<file path="src/rtl/debounce_pkg.sv">
// debounce_pkg: shared defaults and counter-width helper for the button debouncer
package debounce_pkg;
    localparam int DEFAULT_STABLE_CYCLES = 65536;
    localparam int DEFAULT_REPEAT_DELAY  = 50000000;
    localparam int DEFAULT_REPEAT_PERIOD = 10000000;

    function automatic int cnt_width(input int n);
        return (n <= 2) ? 1 : $clog2(n);
    endfunction
endpackage

</file>
<file path="src/rtl/button_debounce_multi_if.sv">
// button_debounce_multi_if: raw button inputs and debounced outputs for all channels
interface button_debounce_multi_if #(
    parameter int NUM_CH = 4
);
    logic [NUM_CH-1:0] btn_raw;
    logic [NUM_CH-1:0] btn_level;
    logic [NUM_CH-1:0] btn_press;
    logic [NUM_CH-1:0] btn_release;
    logic [NUM_CH-1:0] btn_repeat;

    modport master (output btn_raw, input btn_level, btn_press, btn_release, btn_repeat);
    modport slave  (input btn_raw, output btn_level, btn_press, btn_release, btn_repeat);
endinterface

</file>
<file path="src/rtl/debounce_channel.sv">
// debounce_channel: one button synchroniser, symmetric stability filter, strobes; DEBOUNCE_AUTOREPEAT_EN adds auto-repeat
module debounce_channel
    import debounce_pkg::*;
#(
    parameter int STABLE_CYCLES = DEFAULT_STABLE_CYCLES,
    parameter int SYNC_STAGES   = 2,
    parameter int REPEAT_DELAY  = DEFAULT_REPEAT_DELAY,
    parameter int REPEAT_PERIOD = DEFAULT_REPEAT_PERIOD
) (
    input  logic clk,
    input  logic rst_n,
    input  logic btn_raw_i,
    output logic btn_level_o,
    output logic btn_press_o,
    output logic btn_release_o,
    output logic btn_repeat_o
);
    localparam int CW = cnt_width(STABLE_CYCLES);
    localparam logic [CW-1:0] CNT_MAX = CW'(STABLE_CYCLES - 1);

    if (STABLE_CYCLES < 2 || SYNC_STAGES < 2 || REPEAT_DELAY < 1 || REPEAT_PERIOD < 1) begin : g_bad_param
        $error("debounce_channel: illegal parameter value");
    end

    logic [SYNC_STAGES-1:0] sync_q;
    logic [CW-1:0] cnt_q, cnt_d;
    logic level_q, level_d;
    logic press_q, release_q;
    logic s, accept;

    assign s      = sync_q[SYNC_STAGES-1];
    assign accept = (s != level_q) && (cnt_q == CNT_MAX);

    // filter: count consecutive cycles of disagreement, accept the new level at the limit
    always_comb begin
        cnt_d   = (s == level_q || accept) ? '0 : cnt_q + CW'(1);
        level_d = accept ? s : level_q;
    end

    // synchroniser, filter state and registered strobes
    always_ff @(posedge clk or negedge rst_n) begin
        if (!rst_n) begin
            sync_q    <= '0;
            cnt_q     <= '0;
            level_q   <= 1'b0;
            press_q   <= 1'b0;
            release_q <= 1'b0;
        end else begin
            sync_q    <= {sync_q[SYNC_STAGES-2:0], btn_raw_i};
            cnt_q     <= cnt_d;
            level_q   <= level_d;
            press_q   <= accept & s;
            release_q <= accept & ~s;
        end
    end

    assign btn_level_o   = level_q;
    assign btn_press_o   = press_q;
    assign btn_release_o = release_q;

`ifdef DEBOUNCE_AUTOREPEAT_EN
    localparam int RMAX = (REPEAT_DELAY > REPEAT_PERIOD) ? REPEAT_DELAY : REPEAT_PERIOD;
    localparam int RW = cnt_width(RMAX);
    localparam logic [RW-1:0] DELAY_MAX  = RW'(REPEAT_DELAY - 1);
    localparam logic [RW-1:0] PERIOD_MAX = RW'(REPEAT_PERIOD - 1);

    logic [RW-1:0] rcnt_q, rcnt_d;
    logic phase_q, phase_d;
    logic repeat_q, repeat_d;
    logic held, rfire;

    // repeat timer: first interval is the delay, later ones the period; a release accept clears it
    always_comb begin
        held     = level_q && !accept;
        rfire    = held && (rcnt_q == (phase_q ? PERIOD_MAX : DELAY_MAX));
        repeat_d = (accept & s) | rfire;
        rcnt_d   = (held && !rfire) ? rcnt_q + RW'(1) : '0;
        phase_d  = held && (phase_q || rfire);
    end

    // repeat timer state and registered repeat strobe
    always_ff @(posedge clk or negedge rst_n) begin
        if (!rst_n) begin
            rcnt_q   <= '0;
            phase_q  <= 1'b0;
            repeat_q <= 1'b0;
        end else begin
            rcnt_q   <= rcnt_d;
            phase_q  <= phase_d;
            repeat_q <= repeat_d;
        end
    end

    assign btn_repeat_o = repeat_q;
`else
    assign btn_repeat_o = 1'b0;
`endif
endmodule

</file>
<file path="src/rtl/button_debounce_multi.sv">
// button_debounce_multi: NUM_CH independent debounced buttons; DEBOUNCE_AUTOREPEAT_EN enables auto-repeat strobes
module button_debounce_multi
    import debounce_pkg::*;
#(
    parameter int NUM_CH        = 4,
    parameter int STABLE_CYCLES = DEFAULT_STABLE_CYCLES,
    parameter int SYNC_STAGES   = 2,
    parameter int REPEAT_DELAY  = DEFAULT_REPEAT_DELAY,
    parameter int REPEAT_PERIOD = DEFAULT_REPEAT_PERIOD
) (
    input logic clk,
    input logic rst_n,
    button_debounce_multi_if.slave bus
);
    for (genvar i = 0; i < NUM_CH; i++) begin : g_ch
        debounce_channel #(
            .STABLE_CYCLES(STABLE_CYCLES),
            .SYNC_STAGES  (SYNC_STAGES),
            .REPEAT_DELAY (REPEAT_DELAY),
            .REPEAT_PERIOD(REPEAT_PERIOD)
        ) u_ch (
            .clk          (clk),
            .rst_n        (rst_n),
            .btn_raw_i    (bus.btn_raw[i]),
            .btn_level_o  (bus.btn_level[i]),
            .btn_press_o  (bus.btn_press[i]),
            .btn_release_o(bus.btn_release[i]),
            .btn_repeat_o (bus.btn_repeat[i])
        );
    end
endmodule

</file>
<file path="src/flat_wrapper.sv">
// flat-port wrapper written by rule: the top's interface ports become plain ports
module button_debounce_multi_flat import debounce_pkg::*;
#(
    parameter int NUM_CH        = 4,
    parameter int STABLE_CYCLES = DEFAULT_STABLE_CYCLES,
    parameter int SYNC_STAGES   = 2,
    parameter int REPEAT_DELAY  = DEFAULT_REPEAT_DELAY,
    parameter int REPEAT_PERIOD = DEFAULT_REPEAT_PERIOD
)
  (clk, rst_n, bus_btn_raw, bus_btn_level, bus_btn_press, bus_btn_release, bus_btn_repeat);
  button_debounce_multi_if #(.NUM_CH(NUM_CH)) bus_i ();
  input logic clk;
  input logic rst_n;
  input wire logic [$bits(bus_i.btn_raw)-1:0] bus_btn_raw;
  output wire logic [$bits(bus_i.btn_level)-1:0] bus_btn_level;
  output wire logic [$bits(bus_i.btn_press)-1:0] bus_btn_press;
  output wire logic [$bits(bus_i.btn_release)-1:0] bus_btn_release;
  output wire logic [$bits(bus_i.btn_repeat)-1:0] bus_btn_repeat;
  assign bus_i.btn_raw = bus_btn_raw;
  assign bus_btn_level = bus_i.btn_level;
  assign bus_btn_press = bus_i.btn_press;
  assign bus_btn_release = bus_i.btn_release;
  assign bus_btn_repeat = bus_i.btn_repeat;
  button_debounce_multi #(.NUM_CH(NUM_CH), .STABLE_CYCLES(STABLE_CYCLES), .SYNC_STAGES(SYNC_STAGES), .REPEAT_DELAY(REPEAT_DELAY), .REPEAT_PERIOD(REPEAT_PERIOD)) u_core (.clk(clk), .rst_n(rst_n), .bus(bus_i));
endmodule
</file>
<file path="config.mk">
export PLATFORM = sky130hd
export DESIGN_NAME = button_debounce_multi_flat
export DESIGN_NICKNAME = d
export VERILOG_FILES = /design/src/rtl/debounce_pkg.sv /design/src/rtl/button_debounce_multi_if.sv /design/src/rtl/debounce_channel.sv /design/src/rtl/button_debounce_multi.sv /design/src/flat_wrapper.sv
export SDC_FILE = /design/constraint.sdc
export NUM_CORES = 1
export LEC_CHECK = 0
export CORE_ASPECT_RATIO = 0.6
export CORE_MARGIN = 1.5
export CORE_UTILIZATION = 66
export CTS_BUF_LIST = sky130_fd_sc_hd__clkbuf_4
export CTS_CLUSTER_DIAMETER = 30
export DETAILED_ROUTE_END_ITERATION = 7
export PLACE_DENSITY_LB_ADDON = 0.3
export SYNTH_ARGS = -nofsm -noshare
export SYNTH_HDL_FRONTEND = slang
export SYNTH_SLANG_ARGS = --single-unit
export TNS_END_PERCENT = 5
</file>
<file path="constraint.sdc">
create_clock -name clk -period 2.7 [get_ports clk]
set_input_delay 0.81 -clock clk [delete_from_list [all_inputs] [get_ports clk]]
set_output_delay 0.81 -clock clk [all_outputs]
set_load 0.1 [all_outputs]
</file>
After elaboration in Yosys (flattened, before gate mapping) --
Cells that the tools add are included.
Cells by class: add/sub/neg operators 4, equal/unequal tests 12, mux-type cells 4, bitwise logic cells 12, reductions and logical operators 8
Operator list (count):
- 16-bit by 1-bit adder with 16-bit output, second input constant | 4
- 16-bit equality test, second input constant | 4
- 16-bit 2-to-1 mux | 4
- 1-bit AND | 8
- 1-bit equality test | 4
- 1-bit logical AND | 4
- 1-bit logical OR | 4
- 1-bit != test | 4
- 1-bit inverter | 4
Storage, ports and cells: register bits 84, bits of input ports 6, output and inout port bits 16, word-level logic and storage cells 60

Logic depth before layout (Yosys ltp) --
depth after elaboration 4, mapped depth 6, mapped depth without buffers 5

Hierarchy --
From an unflattened synthesis, not the netlist that was laid out.
Second synthesis, totals: cells, all modules 356, area total of the unflattened synthesis 3908.7 um^2
By module, submodules not included:
- debounce_channel | times used 4, cells an instance 89, area an instance 977.2 um^2

Worst setup path before layout --
No wires, ideal clock.
path type reg2reg, start point register u_core.g_ch[3].u_ch.cnt_q[0], end point register u_core.g_ch[3].u_ch.cnt_q[10], arrival time 1681 ps, required time 2581 ps, setup slack 900 ps, cell stages (with the launch flop) 7, period minus slack after synthesis 1800 ps, cells stage by stage dfrtp_1 > ha_1 > nand4_2 > or4_4 > nand2_1 > buf_4 > nor2_1
Between the ends: word-level cells in the longest chain between the ends 4
RTL lines:
- from (decl) | RTL line debounce_channel.sv:26 | logic [CW-1:0] cnt_q, cnt_d;
- from (signal assigned) | RTL line debounce_channel.sv:50 | cnt_q <= cnt_d;
- parallel branches: the longest is 3 deep, another holds 16-bit by 1-bit adder with 16-bit output
- 16-bit 2-to-1 mux * | RTL line debounce_channel.sv:36 | cnt_d = (s == level_q || accept) ? '0 : cnt_q + CW'(1);
- named net u_core.g_ch[3].u_ch.cnt_d[10] | RTL line debounce_channel.sv:26
Mark *: on every way through the listed nets, which the timed path passes. A chain may end at the register's enable or synchronous reset.

Worst setup path in the final report --
start point register u_core.g_ch[3].u_ch.cnt_q[0], end point register u_core.g_ch[3].u_ch.cnt_q[9]
The elaborated chain is that of the path after synthesis.

==> results.toml <==
[pwr]
total_power_uw = 2096
ir_drop_mv = 0.3590
combPwrFrac_pct = 5.0
sw_frac_of_total_pct = 24.58
p_int_uw = 1581
seqPwrFrac_pct = 62.1
cellLeakagePower_uw = 0.001706
pwr_density_cell_nw_per_um2 = 506.2
power_switching_uw = 515.4
p_clk_share_pct = 33.0

[cts]
cts_buffers = 9
post_cts_buffers = 0
cts-htree-levels = 3
cts_resized = 0
cts_hold_buf = 0
clkTransAtPathRegs_ns = 0.13
clk-insertion-delay-late_ns = 0.42
cts.path.max_buffers = 2
clock_sinks = 84
cts_tree = "done"
cts_root_buffer = "clkbuf_4"

[yosys]
synth_edf_count = 0
yosysWarnings = 0
synth_flop_cell = "dfrtp_1"
synth_cell_types = 29
avgSynthCellArea_sq_um = 10.41
synth_area_sq_um = 3894
async_flop_share_pct = 100.0
syn_inst = 374
synth-seq-area-share_pct = 53.98
yosys_register_bits = 84

[worst_setup_path]
rrSetupSlack_ns = 0.58
cp_num_buf_inv = 0
crit_family = "simple AND/OR/NAND/NOR gates"
cp_max_fo = 15
slowest_stage = "or4_4"
crit_arrival_ns = 2.41
critPathLaunchType = "flop"
end_kind = "flop"
critPathKind = "reg2reg"
required_ns = 3.00
path_cells = "ha_1 -> nand4_2 -> or4_4 -> nand2_1 -> nor2_1"
critPathMaxStageDelay_ns = 0.62

[sta]
rsz0062_at_grt = "false"
slew_headroom_pct = 43.55
finalCritPeriodShare_pct = 78.35
setup_tns_ns = 0
tightestPinTransition_ns = 0.8439
min_period_ns = 2.115
hold_violations = 0
slew_viol_final = 0
fmax_mhz = 472.7
setup_viol = 0
final.setup_skew_ns = 0.006592

[floorplan]
fp.dieW_um = 102.2
core_sq_um = 5623
start_util_pct = 69.25
dieHeight_um = 62.50
num_rows = 21
num_io_pins = 22
die_area_sq_um = 6384

[final_layout]
fillers = 418
final_area_sq_um = 4141
diodes = 0
drive_above_1_share_pct = 11.05
final_core_utilization_pct = 73.65
syn2layout_area_growth_pct = 6.362
final_nets = 394

[routing]
vias = 2583
routedWlPerCell_um = 13.70
wl_mm = 6.425
avgViaCountPerCell = 5.507
dr.pass1.iters = 4
drt-initial-drc-count = 147
ant_nets = 0
route.detailed.drc = 0

[run_status]
status = "finished, final reports clean"

[placement]
dp_hpwl_mm = 4.309
port_buffers = 17
place.gp.congestion = 0.8218
dpl_cell_area_sq_um = 4006

[job]
max-cap-violations = 0

[grt]
gr-total-overflow = 0
grt_pass1_wl_mm = 11.76
grt_util_all_layers_pct = 23.79
grt_start_max_net_pins = 51
grt_pass1_vias = 2539
antenna_found_initial = 0

[worst_hold_path]
hp-class = "in2async"
[registers in the layout, indices dropped and copies added, names as in the netlist]
name and count:
u_core.g_ch.u_ch.sync_q 8, u_core.g_ch.u_ch.cnt_q 64, u_core.g_ch.u_ch.btn_level_o 4, u_core.g_ch.u_ch.btn_release_o 4
u_core.g_ch.u_ch.btn_press_o 4
[path summary, 6_finish.rpt]
path | to | depth (start not counted) | startpoint
max | u_core.g_ch[3].u_ch.cnt_q[9] | 5 | u_core.g_ch[3].u_ch.cnt_q[0]
min | u_core.g_ch[1].u_ch.cnt_q[13] | 1 | rst_n
max reg2reg | u_core.g_ch[3].u_ch.cnt_q[9] | 5 | u_core.g_ch[3].u_ch.cnt_q[0]
min reg2reg | u_core.g_ch[0].u_ch.sync_q[1] | 0 | u_core.g_ch[0].u_ch.sync_q[0]
max in group asynchronous | u_core.g_ch[3].u_ch.sync_q[0] | 2 | rst_n
min in group clk | u_core.g_ch[0].u_ch.sync_q[1] | 0 | u_core.g_ch[0].u_ch.sync_q[0]
[power groups by stage]
| stage | Sequential, uW | Clock [uW] | Combinational (uW) |
|---|---|---|---|
| 6_report | 1300 | 691 | 104 |
| 5_1_grt | 1310 | 776 | 119 |
| 4_1_cts | 1300 | 717 | 107 |
| 3_5_place_dp | 1320 | 0 | 106 |
| 3_3_place_gp | 1320 | 0 | 104 |
| 2_1_floorplan | 1320 | 0 | 69.7 |
[cell usage in the layout, fill, tap and decap left out, types with 3 or more instances in the layout]
cell             Yosys  final
mux2_2               4      4
xor2_1              15     15
nand3_1             22     22
nand4_1             17     17
nand2_1             18     18
or4_4                4      4
a21oi_1              3      3
buf_4               19     13
xnor2_1             42     42
clkdlybuf4s50_1      0      4
clkinvlp_4           0      4
conb_1               1      4
o21ai_0              3      3
and3_1               4      4
nor3b_1              8      8
or3_1                7      7
nor4_1              10     10
nor3_1              15     15
clkbuf_4             0      9
nor2_1              70     70
ha_1                 4      4
dfrtp_1             84     84
inv_1               13     13
[metrics by stage]
stage,hold WS [ns],instances,setup WS [ns]
finish,0.3121,469,0.5846
global route,0.3004,469,0.4723
CTS,0.3047,469,0.5984
detailed placement,0.3347,453,0.6195
global placement,0.3313,453,0.7282
floorplan,0.3312,377,0.9002
[cell type report]
type / instances / area, sq um / area share (%)
inverter: 13 / 48.80 / 1.178
multi-input combinational: 258 / 1598 / 38.58
sequential: 84 / 2102 / 50.76
clock buffer: 9 / 67.56 / 1.631
clock inverter: 7 / 67.56 / 1.631
timing repair buffer: 18 / 157.7 / 3.807
tap: 80 / 100.1 / 2.417
[kinds of logic after synthesis]
logic type,count (synthesis),synth area share [%]
other cells,1,0.09631
compound gates,7,1.478
flops,84,53.98
xor+xnor,57,12.82
fa+ha+maj,4,1.285
buf+inv,35,5.270
simple gates,182,23.91
mux,4,1.157
[synth_stat cells, types with 8 or more instances]
| cell type | count | area share [%] |
|---|---|---|
| nor3b_1 | 8 | 1.5 |
| nor2_1 | 70 | 6.7 |
| dfrtp_1 | 84 | 54 |
| nand4_1 | 17 | 2.7 |
| xnor2_1 | 42 | 9.4 |
| nand2_1 | 18 | 1.7 |
| nor4_1 | 10 | 1.6 |
| nand3_1 | 22 | 2.8 |
| xor2_1 | 15 | 3.4 |
| nor3_1 | 15 | 1.9 |
| inv_1 | 13 | 1.3 |
| buf_4 | 19 | 3.7 |
[per-layer routing]
layer,routed length (um),up-vias,track usage (%)
li1,-,1275,-
met1,3155,1245,33.64
met2,2886,57,35.35
met3,330,6,7.942
met4,53,0,6.849
met5,0,-,0
(Power assumes the default switching activity.)
